**config.mk**
```make
export PLATFORM = sky130hd
export DESIGN_NAME = wta_disp_sched_flat
export DESIGN_NICKNAME = d
export VERILOG_FILES = /design/src/rtl/wta_disp_sched_pkg.sv /design/src/rtl/wta_disp_sched_if.sv /design/src/rtl/wta_min4.sv /design/src/rtl/wta_disp_sched.sv /design/src/flat_wrapper.sv
export SDC_FILE = /design/constraint.sdc
export NUM_CORES = 1
export LEC_CHECK = 0
export ABC_CLOCK_PERIOD_IN_PS = 4100
export CORE_MARGIN = 2
export CORE_UTILIZATION = 53
export CTS_CLUSTER_SIZE = 40
export DETAILED_ROUTE_END_ITERATION = 8
export GPL_TIMING_DRIVEN = 1
export PLACE_DENSITY_LB_ADDON = 0.05
export SYNTH_ARGS = -nofsm -noshare
export SYNTH_HDL_FRONTEND = slang
export SYNTH_HIERARCHICAL = 1
export SYNTH_SLANG_ARGS = --single-unit
```
**constraint.sdc**
```tcl
create_clock -name clk -period 4.1 [get_ports clk]
set_input_delay 0.82 -clock clk [delete_from_list [all_inputs] [get_ports clk]]
set_output_delay 0.82 -clock clk [all_outputs]
set_load 0.005 [all_outputs]
```
**src/rtl/wta_disp_sched_pkg.sv**
```systemverilog
// Shared defaults, FSM state encoding and sizing helpers for the
// winner-take-all disparity scheduler.
package wta_disp_sched_pkg;

    localparam int DEF_NUM_DISP = 16;
    localparam int DEF_COST_W   = 5;
    localparam int LANES        = 4;

    typedef enum logic [1:0] {
        ST_IDLE  = 2'd0,
        ST_RUN   = 2'd1,
        ST_DRAIN = 2'd2,
        ST_DONE  = 2'd3
    } state_t;

    // A single group still needs a one-bit counter to keep the datapath legal.
    function automatic int grp_idx_width(input int num_disp);
        return (num_disp / LANES > 1) ? $clog2(num_disp / LANES) : 1;
    endfunction

endpackage

```
**src/rtl/wta_disp_sched_if.sv**
```systemverilog
// Cost-vector input and winning-disparity output handshakes of the scheduler.
interface wta_disp_sched_if
    import wta_disp_sched_pkg::*;
#(
    parameter int NUM_DISP = DEF_NUM_DISP,
    parameter int COST_W   = DEF_COST_W
);

    localparam int DISP_W = $clog2(NUM_DISP);

    logic                       in_valid;
    logic                       in_ready;
    logic [NUM_DISP*COST_W-1:0] in_costs;
    logic                       out_valid;
    logic                       out_ready;
    logic [DISP_W-1:0]          out_disp;
    logic [COST_W-1:0]          out_cost;

    modport master (
        output in_valid, in_costs, out_ready,
        input  in_ready, out_valid, out_disp, out_cost
    );

    modport slave (
        input  in_valid, in_costs, out_ready,
        output in_ready, out_valid, out_disp, out_cost
    );

endinterface

```
**src/rtl/wta_min4.sv**
```systemverilog
// Shared 4-input minimum stage: registered minimum cost and its in-group
// index, lower index winning on equal costs.
module wta_min4
    import wta_disp_sched_pkg::*;
#(
    parameter int COST_W = DEF_COST_W
) (
    input  logic              clk,
    input  logic              rst,
    input  logic              clken,
    input  logic [COST_W-1:0] c0,
    input  logic [COST_W-1:0] c1,
    input  logic [COST_W-1:0] c2,
    input  logic [COST_W-1:0] c3,
    output logic [COST_W-1:0] min_cost,
    output logic [1:0]        min_idx
);

    logic              lo_take1;
    logic              hi_take3;
    logic              take_hi;
    logic [COST_W-1:0] lo_cost;
    logic [COST_W-1:0] hi_cost;

    // Every comparison keeps the lower-indexed operand when costs are equal.
    always_comb begin
        lo_take1 = !(c0 <= c1);
        hi_take3 = !(c2 <= c3);
        lo_cost  = lo_take1 ? c1 : c0;
        hi_cost  = hi_take3 ? c3 : c2;
        take_hi  = !(lo_cost <= hi_cost);
    end

    always_ff @(posedge clk or negedge rst) begin
        if (!rst) begin
            min_cost <= '0;
            min_idx  <= '0;
        end else if (clken) begin
            min_cost <= take_hi ? hi_cost : lo_cost;
            min_idx  <= take_hi ? {1'b1, hi_take3} : {1'b0, lo_take1};
        end
    end

endmodule

```
**src/rtl/wta_disp_sched.sv**
```systemverilog
// Winner-take-all disparity scheduler: streams a buffered cost vector four
// costs per cycle through wta_min4 and keeps a running minimum across groups.
module wta_disp_sched
    import wta_disp_sched_pkg::*;
#(
    parameter int NUM_DISP = DEF_NUM_DISP,
    parameter int COST_W   = DEF_COST_W
) (
    input  logic              clk,
    input  logic              rst,
    input  logic              clken,
    wta_disp_sched_if.slave   bus,
    output logic              busy
);

    localparam int DISP_W   = $clog2(NUM_DISP);
    localparam int GROUPS   = NUM_DISP / LANES;
    localparam int GRP_W    = grp_idx_width(NUM_DISP);
    localparam int GRP_BITS = LANES * COST_W;
    localparam logic [GRP_W-1:0] LAST_GRP = GRP_W'(GROUPS - 1);

    state_t state;
    state_t state_nxt;

    logic [NUM_DISP*COST_W-1:0] vec_buf;
    logic [GRP_W-1:0]           grp_cnt;
    logic [GRP_W-1:0]           issue_grp;
    logic                       issue_vld;
    logic [GRP_BITS-1:0]        grp_costs;

    logic [COST_W-1:0]          loc_cost;
    logic [1:0]                 loc_idx;
    logic [COST_W-1:0]          acc_cost;
    logic [DISP_W-1:0]          acc_disp;
    logic [COST_W-1:0]          res_cost;
    logic [DISP_W-1:0]          res_disp;

    logic                       accept;
    logic                       issue;
    logic                       drain_done;

    // Handshake flags are pure decodes of the state register.
    assign bus.in_ready  = (state == ST_IDLE);
    assign bus.out_valid = (state == ST_DONE);
    assign bus.out_disp  = res_disp;
    assign bus.out_cost  = res_cost;
    assign busy          = (state != ST_IDLE);

    always_ff @(posedge clk or negedge rst) begin
        if (!rst) begin
            state <= ST_IDLE;
        end else if (clken) begin
            state <= state_nxt;
        end
    end

    always_comb begin
        state_nxt  = state;
        accept     = 1'b0;
        issue      = 1'b0;
        drain_done = 1'b0;
        case (state)
            ST_IDLE: begin
                if (bus.in_valid) begin
                    accept    = 1'b1;
                    state_nxt = ST_RUN;
                end
            end
            ST_RUN: begin
                issue = 1'b1;
                if (grp_cnt == LAST_GRP) begin
                    state_nxt = ST_DRAIN;
                end
            end
            // The last group is still in the compare register until issue_vld drops.
            ST_DRAIN: begin
                if (!issue_vld) begin
                    drain_done = 1'b1;
                    state_nxt  = ST_DONE;
                end
            end
            ST_DONE: begin
                if (bus.out_ready) begin
                    state_nxt = ST_IDLE;
                end
            end
            default: state_nxt = ST_IDLE;
        endcase
    end

    always_ff @(posedge clk or negedge rst) begin
        if (!rst) begin
            vec_buf   <= '0;
            grp_cnt   <= '0;
            issue_vld <= 1'b0;
            issue_grp <= '0;
        end else if (clken) begin
            if (accept) begin
                vec_buf <= bus.in_costs;
                grp_cnt <= '0;
            end else if (issue) begin
                grp_cnt <= grp_cnt + 1'b1;
            end
            issue_vld <= issue;
            issue_grp <= grp_cnt;
        end
    end

    assign grp_costs = vec_buf[grp_cnt*GRP_BITS +: GRP_BITS];

    wta_min4 #(
        .COST_W (COST_W)
    ) u_min4 (
        .clk      (clk),
        .rst      (rst),
        .clken    (clken),
        .c0       (grp_costs[0*COST_W +: COST_W]),
        .c1       (grp_costs[1*COST_W +: COST_W]),
        .c2       (grp_costs[2*COST_W +: COST_W]),
        .c3       (grp_costs[3*COST_W +: COST_W]),
        .min_cost (loc_cost),
        .min_idx  (loc_idx)
    );

    // Strict less-than keeps the earliest group, hence the lowest disparity, on ties.
    always_ff @(posedge clk or negedge rst) begin
        if (!rst) begin
            acc_cost <= '0;
            acc_disp <= '0;
        end else if (clken && issue_vld) begin
            if ((issue_grp == '0) || (loc_cost < acc_cost)) begin
                acc_cost <= loc_cost;
                acc_disp <= DISP_W'({issue_grp, loc_idx});
            end
        end
    end

    always_ff @(posedge clk or negedge rst) begin
        if (!rst) begin
            res_cost <= '0;
            res_disp <= '0;
        end else if (clken && drain_done) begin
            res_cost <= acc_cost;
            res_disp <= acc_disp;
        end
    end

endmodule

```
**src/flat_wrapper.sv**
```systemverilog
// flat-port wrapper written by rule: the top's interface ports become plain ports
module wta_disp_sched_flat import wta_disp_sched_pkg::*;
#(
    parameter int NUM_DISP = DEF_NUM_DISP,
    parameter int COST_W   = DEF_COST_W
)
  (clk, rst, clken, busy, bus_in_valid, bus_in_costs, bus_out_ready, bus_in_ready, bus_out_valid, bus_out_disp, bus_out_cost);
  wta_disp_sched_if #(.NUM_DISP(NUM_DISP), .COST_W(COST_W)) bus_i ();
  input  logic clk;
  input  logic rst;
  input  logic clken;
  output logic busy;
  input wire logic [$bits(bus_i.in_valid)-1:0] bus_in_valid;
  input wire logic [$bits(bus_i.in_costs)-1:0] bus_in_costs;
  input wire logic [$bits(bus_i.out_ready)-1:0] bus_out_ready;
  output wire logic [$bits(bus_i.in_ready)-1:0] bus_in_ready;
  output wire logic [$bits(bus_i.out_valid)-1:0] bus_out_valid;
  output wire logic [$bits(bus_i.out_disp)-1:0] bus_out_disp;
  output wire logic [$bits(bus_i.out_cost)-1:0] bus_out_cost;
  assign bus_i.in_valid = bus_in_valid;
  assign bus_i.in_costs = bus_in_costs;
  assign bus_i.out_ready = bus_out_ready;
  assign bus_in_ready = bus_i.in_ready;
  assign bus_out_valid = bus_i.out_valid;
  assign bus_out_disp = bus_i.out_disp;
  assign bus_out_cost = bus_i.out_cost;
  wta_disp_sched #(.NUM_DISP(NUM_DISP), .COST_W(COST_W)) u_core (.clk(clk), .rst(rst), .clken(clken), .bus(bus_i), .busy(busy));
endmodule
```
==> summary.md <==
The count of standard-cell rows is 37. Across all hold checks on the routed design, the worst slack comes to 493 ps. The slew of the pin with the lowest slew margin came out at 874 ps. The total of fill cells in the finished design came out at 780. The worst path needs 3910 ps of the cycle, external delays included. Clock skew on the completed layout was measured at 10.8 ps. Net switching is 38.6% of the power.

The count of synthesis-stage warnings from yosys came out at 6. 0 antenna diodes ended up in the layout. For the data arrival time of the critical path, the log shows 4190 ps.

The finished layout holds 617 standard cells, fillers aside. Switching power: 2.41 mW. The logs give 0 for the initial antenna violation count and 41.7% for the worst slew slack as a fraction of its limit. The chip height is 106 microns, and the number of nets in the final layout is 585. Summed over all cells, the static leakage comes to 3.01 nW. Including well taps, the total number of placed cells is 601. In this run, distinct cell masters in the synthesized netlist total 41. Sorting the synthesized cells by area gives the leading types as sky130_fd_sc_hd__dfrtp_1 51%, sky130_fd_sc_hd__mux2_2 18%, sky130_fd_sc_hd__mux4_2 8.2%. The maximum fanout along the worst path was 13. The core region is 0.0102 sq mm. STA puts the critical path data required time at 4380 ps. Summing the areas of all and, or, nand and nor instances in the mapped netlist gives 3.48% of the synthesized area. Summing the areas of all fa, ha and maj instances in the mapped netlist gives 5.46% of the synthesized area.

Dominant combinational cell family by area after synthesis: multiplexers. Counting flops and latches in the post-synthesis netlist gives 112. In the layout the commonest cells are 112 x sky130_fd_sc_hd__dfrtp_1, 95 x sky130_fd_sc_hd__clkdlybuf4s50_1, 89 x sky130_fd_sc_hd__mux2_2. The synthesized netlist devotes 4.78% of its cell area to compound gates. Of the available clock period, the critical path in the final layout requires 95.4%. TritonCTS built the clock tree. Prior to clock tree synthesis, the placed netlist has a worst setup slack of 118 ps. In the routed design, unresolved DRC markers number 0. For the DRC marker count from the first detailed-route iteration, the log shows 149. The wire length reported by the detailed router was 10400 microns. The number of instances resized during post-cts repair is 0. The tools report the clock latency of the later-clocked register in the worst-skew pair as 370 ps. For this run, the detailed router's first-pass iteration total came to 4.

Setup repair after global routing left no endpoint under its margin. Leaving out fill and tap cells, the most frequent cell in the layout is sky130_fd_sc_hd__dfrtp_1. For the highest attainable clock frequency, the log shows 256 MHz.

During I/O placement, the number of pins put on the boundary was 97. The area growth from synthesis to layout is 23.2%. The portion of total power attributed to sequential cells is 31.8%. Class of the tightest hold or removal check: reg2reg.

The tools report the initial core utilization as 54.0%. The share of layout cells above drive strength 1 came out at 31.8%. The x dimension of the die is 106 microns, and the number of sinks on the clock net is 112.

The largest vdd supply drop is 0.492 mV. The maximum number of pins on one net before global-route repair is 72. The placer's final routability congestion estimate is 0.794.

The largest area contributor in the netlist was sky130_fd_sc_hd__dfrtp_1. The number of buffers added to fix hold violations after cts is 0, and the estimated wirelength of the detail-placed design is 7620 microns. The number of port buffers is 96, and the via count of the first global-routing pass is 3504. The share of the yosys chip area belonging to registers was 51.0%. In this run the remaining antenna-violating nets after routing total 0.

In this run, the combinational gates consume 57.0% of the power. All-layer global routing usage: 19.8%. The number of max-cap violations came out at 0. The tools report the endpoint class of the critical path as a flip-flop.

Summing the areas of all xor and xnor instances in the mapped netlist gives 0.159% of the synthesized area. The logs give 0.00550 sq mm for the synthesized area and 0 for the final setup violation count. The setup fix buffers added after clock tree synthesis came out at 0.

The number of buffers added by the clock tree synthesis step was 9; the final worst slack was 189 ps. The worst setup path is launched from a flip-flop. The first-pass GRT wire length is 17300 microns. The die covers 0.0112 sq mm. The H-tree depth reported by CTS was 3; the synthesized netlist cell count was 378. The flow ran to the end, and the final reports show no timing, DRC or antenna violations. After layout, the design draws a total of 6.25 mW.

The internal portion of total power was 3.84 mW; the area share of the leading cell type in the synthesized netlist was 51.0%. The kind of critical path was reg2reg. The root buffer cell chosen for the clock tree is sky130_fd_sc_hd__clkbuf_8. The routed length per placed instance was 16.9 microns. When the netlist entered floorplanning its net count stood at 487. After clock tree synthesis, the clock-pin slew on the worst setup and hold paths is 110 ps. The via density per instance came out at 5.38. Multiplexer cells account for 30.5% of the synthesized area. For this run the aggregate overflow at the end of global routing stands at 0. Averaged over all synthesized cells, the footprint is 14.5 sq um.

The logs give 0 ps for the final total negative setup slack and 0 for the count of pins over their slew limit. In this run the power density over the cells is 923 mW/mm^2. Total count of hold-check failures in the final report: 0.

Across all layers, the routed design uses 3320 vias. The logs give 2 for the clock tree buffer depth and 11.2% for the power share of the clock group.
[final timing paths]
check | startpoint | to | slack, ps | cells past startpoint
min in group asynchronous | rst | u_core/bus.out_disp[2]$_DFFE_PN0P_ | 540 | 1
worst min-delay path | u_core/bus.out_cost[1]$_DFFE_PN0P_ | u_core/bus.out_cost[1]$_DFFE_PN0P_ | 490 | 2
worst min register to register | u_core/bus.out_cost[1]$_DFFE_PN0P_ | u_core/bus.out_cost[1]$_DFFE_PN0P_ | 490 | 2
worst max-delay path | u_core/grp_cnt[0]$_DFFE_PN0P_ | u_core/u_min4/min_cost[4]$_DFFE_PN0P_ | 190 | 14
worst max register to register | u_core/grp_cnt[0]$_DFFE_PN0P_ | u_core/u_min4/min_cost[4]$_DFFE_PN0P_ | 190 | 14
max in group asynchronous | rst | u_core/issue_vld$_DFFE_PN0P_ | 2710 | 2
[synth_stat cells (all sizes together)]
cell type / n
dfrtp: 112
mux2: 97
inv: 29
ha: 24
mux4: 20
buf: 14
nand2: 11
mux2i: 10
a21oi: 9
o21ai: 9
nand2b: 8
o221ai: 7
nor2: 6
nand3: 4
and3: 2
clkbuf: 2
o211ai: 2
a211oi: 1
a21o: 1
and4: 1
nand4: 1
nor2b: 1
o2111ai: 1
o21a: 1
o22ai: 1
o31a: 1
o32a: 1
or2: 1
xor2: 1
[state kept, by name, indices dropped and copies added, names as in the netlist]
register,flops
u_core/vec_buf,80
u_core/acc_cost,5
u_core/bus.out_cost,5
u_core/u_min4/min_cost,5
u_core/acc_disp,4
u_core/bus.out_disp,4
u_core/grp_cnt,2
u_core/issue_grp,2
u_core/state,2
u_core/u_min4/min_idx,2
u_core/issue_vld,1
[power groups by stage]
stage	Combinational (mW)	Sequential [mW]	Clock [mW]
floorplan	2.80	1.89	0
global placement	3.40	1.99	0
detailed placement	3.54	2.02	0
CTS	3.57	1.99	0.726
global route	3.91	2.05	0.777
finish	3.57	1.99	0.700
[cell families (layout without fill, tap and decap cells)]
group / after synthesis / in the layout
buffers and inverters: 45 / 148
xor gates and xnor gates: 1 / 1
DFF: 112 / 112
and+or+nand+nor: 35 / 35
muxes: 127 / 127
AOI/OAI and AO/OA: 34 / 34
adders and majority gates: 24 / 24
[critical path, stage by stage (launching register included)]
cell                       delay [ps]
sky130_fd_sc_hd__dfrtp_1          360
sky130_fd_sc_hd__buf_4            250
sky130_fd_sc_hd__mux4_2           560
sky130_fd_sc_hd__ha_1             350
sky130_fd_sc_hd__and4_4           210
sky130_fd_sc_hd__a21oi_2          120
sky130_fd_sc_hd__o31a_2           270
sky130_fd_sc_hd__mux2i_1          310
sky130_fd_sc_hd__inv_1             90
sky130_fd_sc_hd__ha_1             320
sky130_fd_sc_hd__a211oi_1         260
sky130_fd_sc_hd__o221ai_1         190
sky130_fd_sc_hd__nand2_1          110
sky130_fd_sc_hd__nand2_1          150
sky130_fd_sc_hd__o221ai_1         270
[stage by stage]
stage / utilization [%] / instance area [sq um]
global placement: 64.4 / 6560
global route: 66.5 / 6770
finish: 66.5 / 6770
floorplan: - / 5500
detailed placement: 64.4 / 6560
CTS: 66.5 / 6770
[metal layers]
metal	part of all wire (%)	wire length [microns]	GRT usage [%]	vias to the layer above
met5	0	0	0	-
met4	1.1	119	5.08	0
met3	3.8	391	4.76	11
met2	50	5240	32.7	74
met1	45	4660	26.6	1673
li1	-	-	-	1562
[final cells by class]
cell class | count | area (sq um) | share of cell area (%)
tap | 136 | 170 | 2.51
clock buffer | 10 | 138 | 2.03
timing repair buffer | 103 | 1040 | 15.3
inverter | 29 | 109 | 1.61
clock inverter | 6 | 75.1 | 1.11
multi-input combinational | 221 | 2440 | 36.0
sequential | 112 | 2800 | 41.4
No activity file was read; power rests on OpenSTA's default activity.
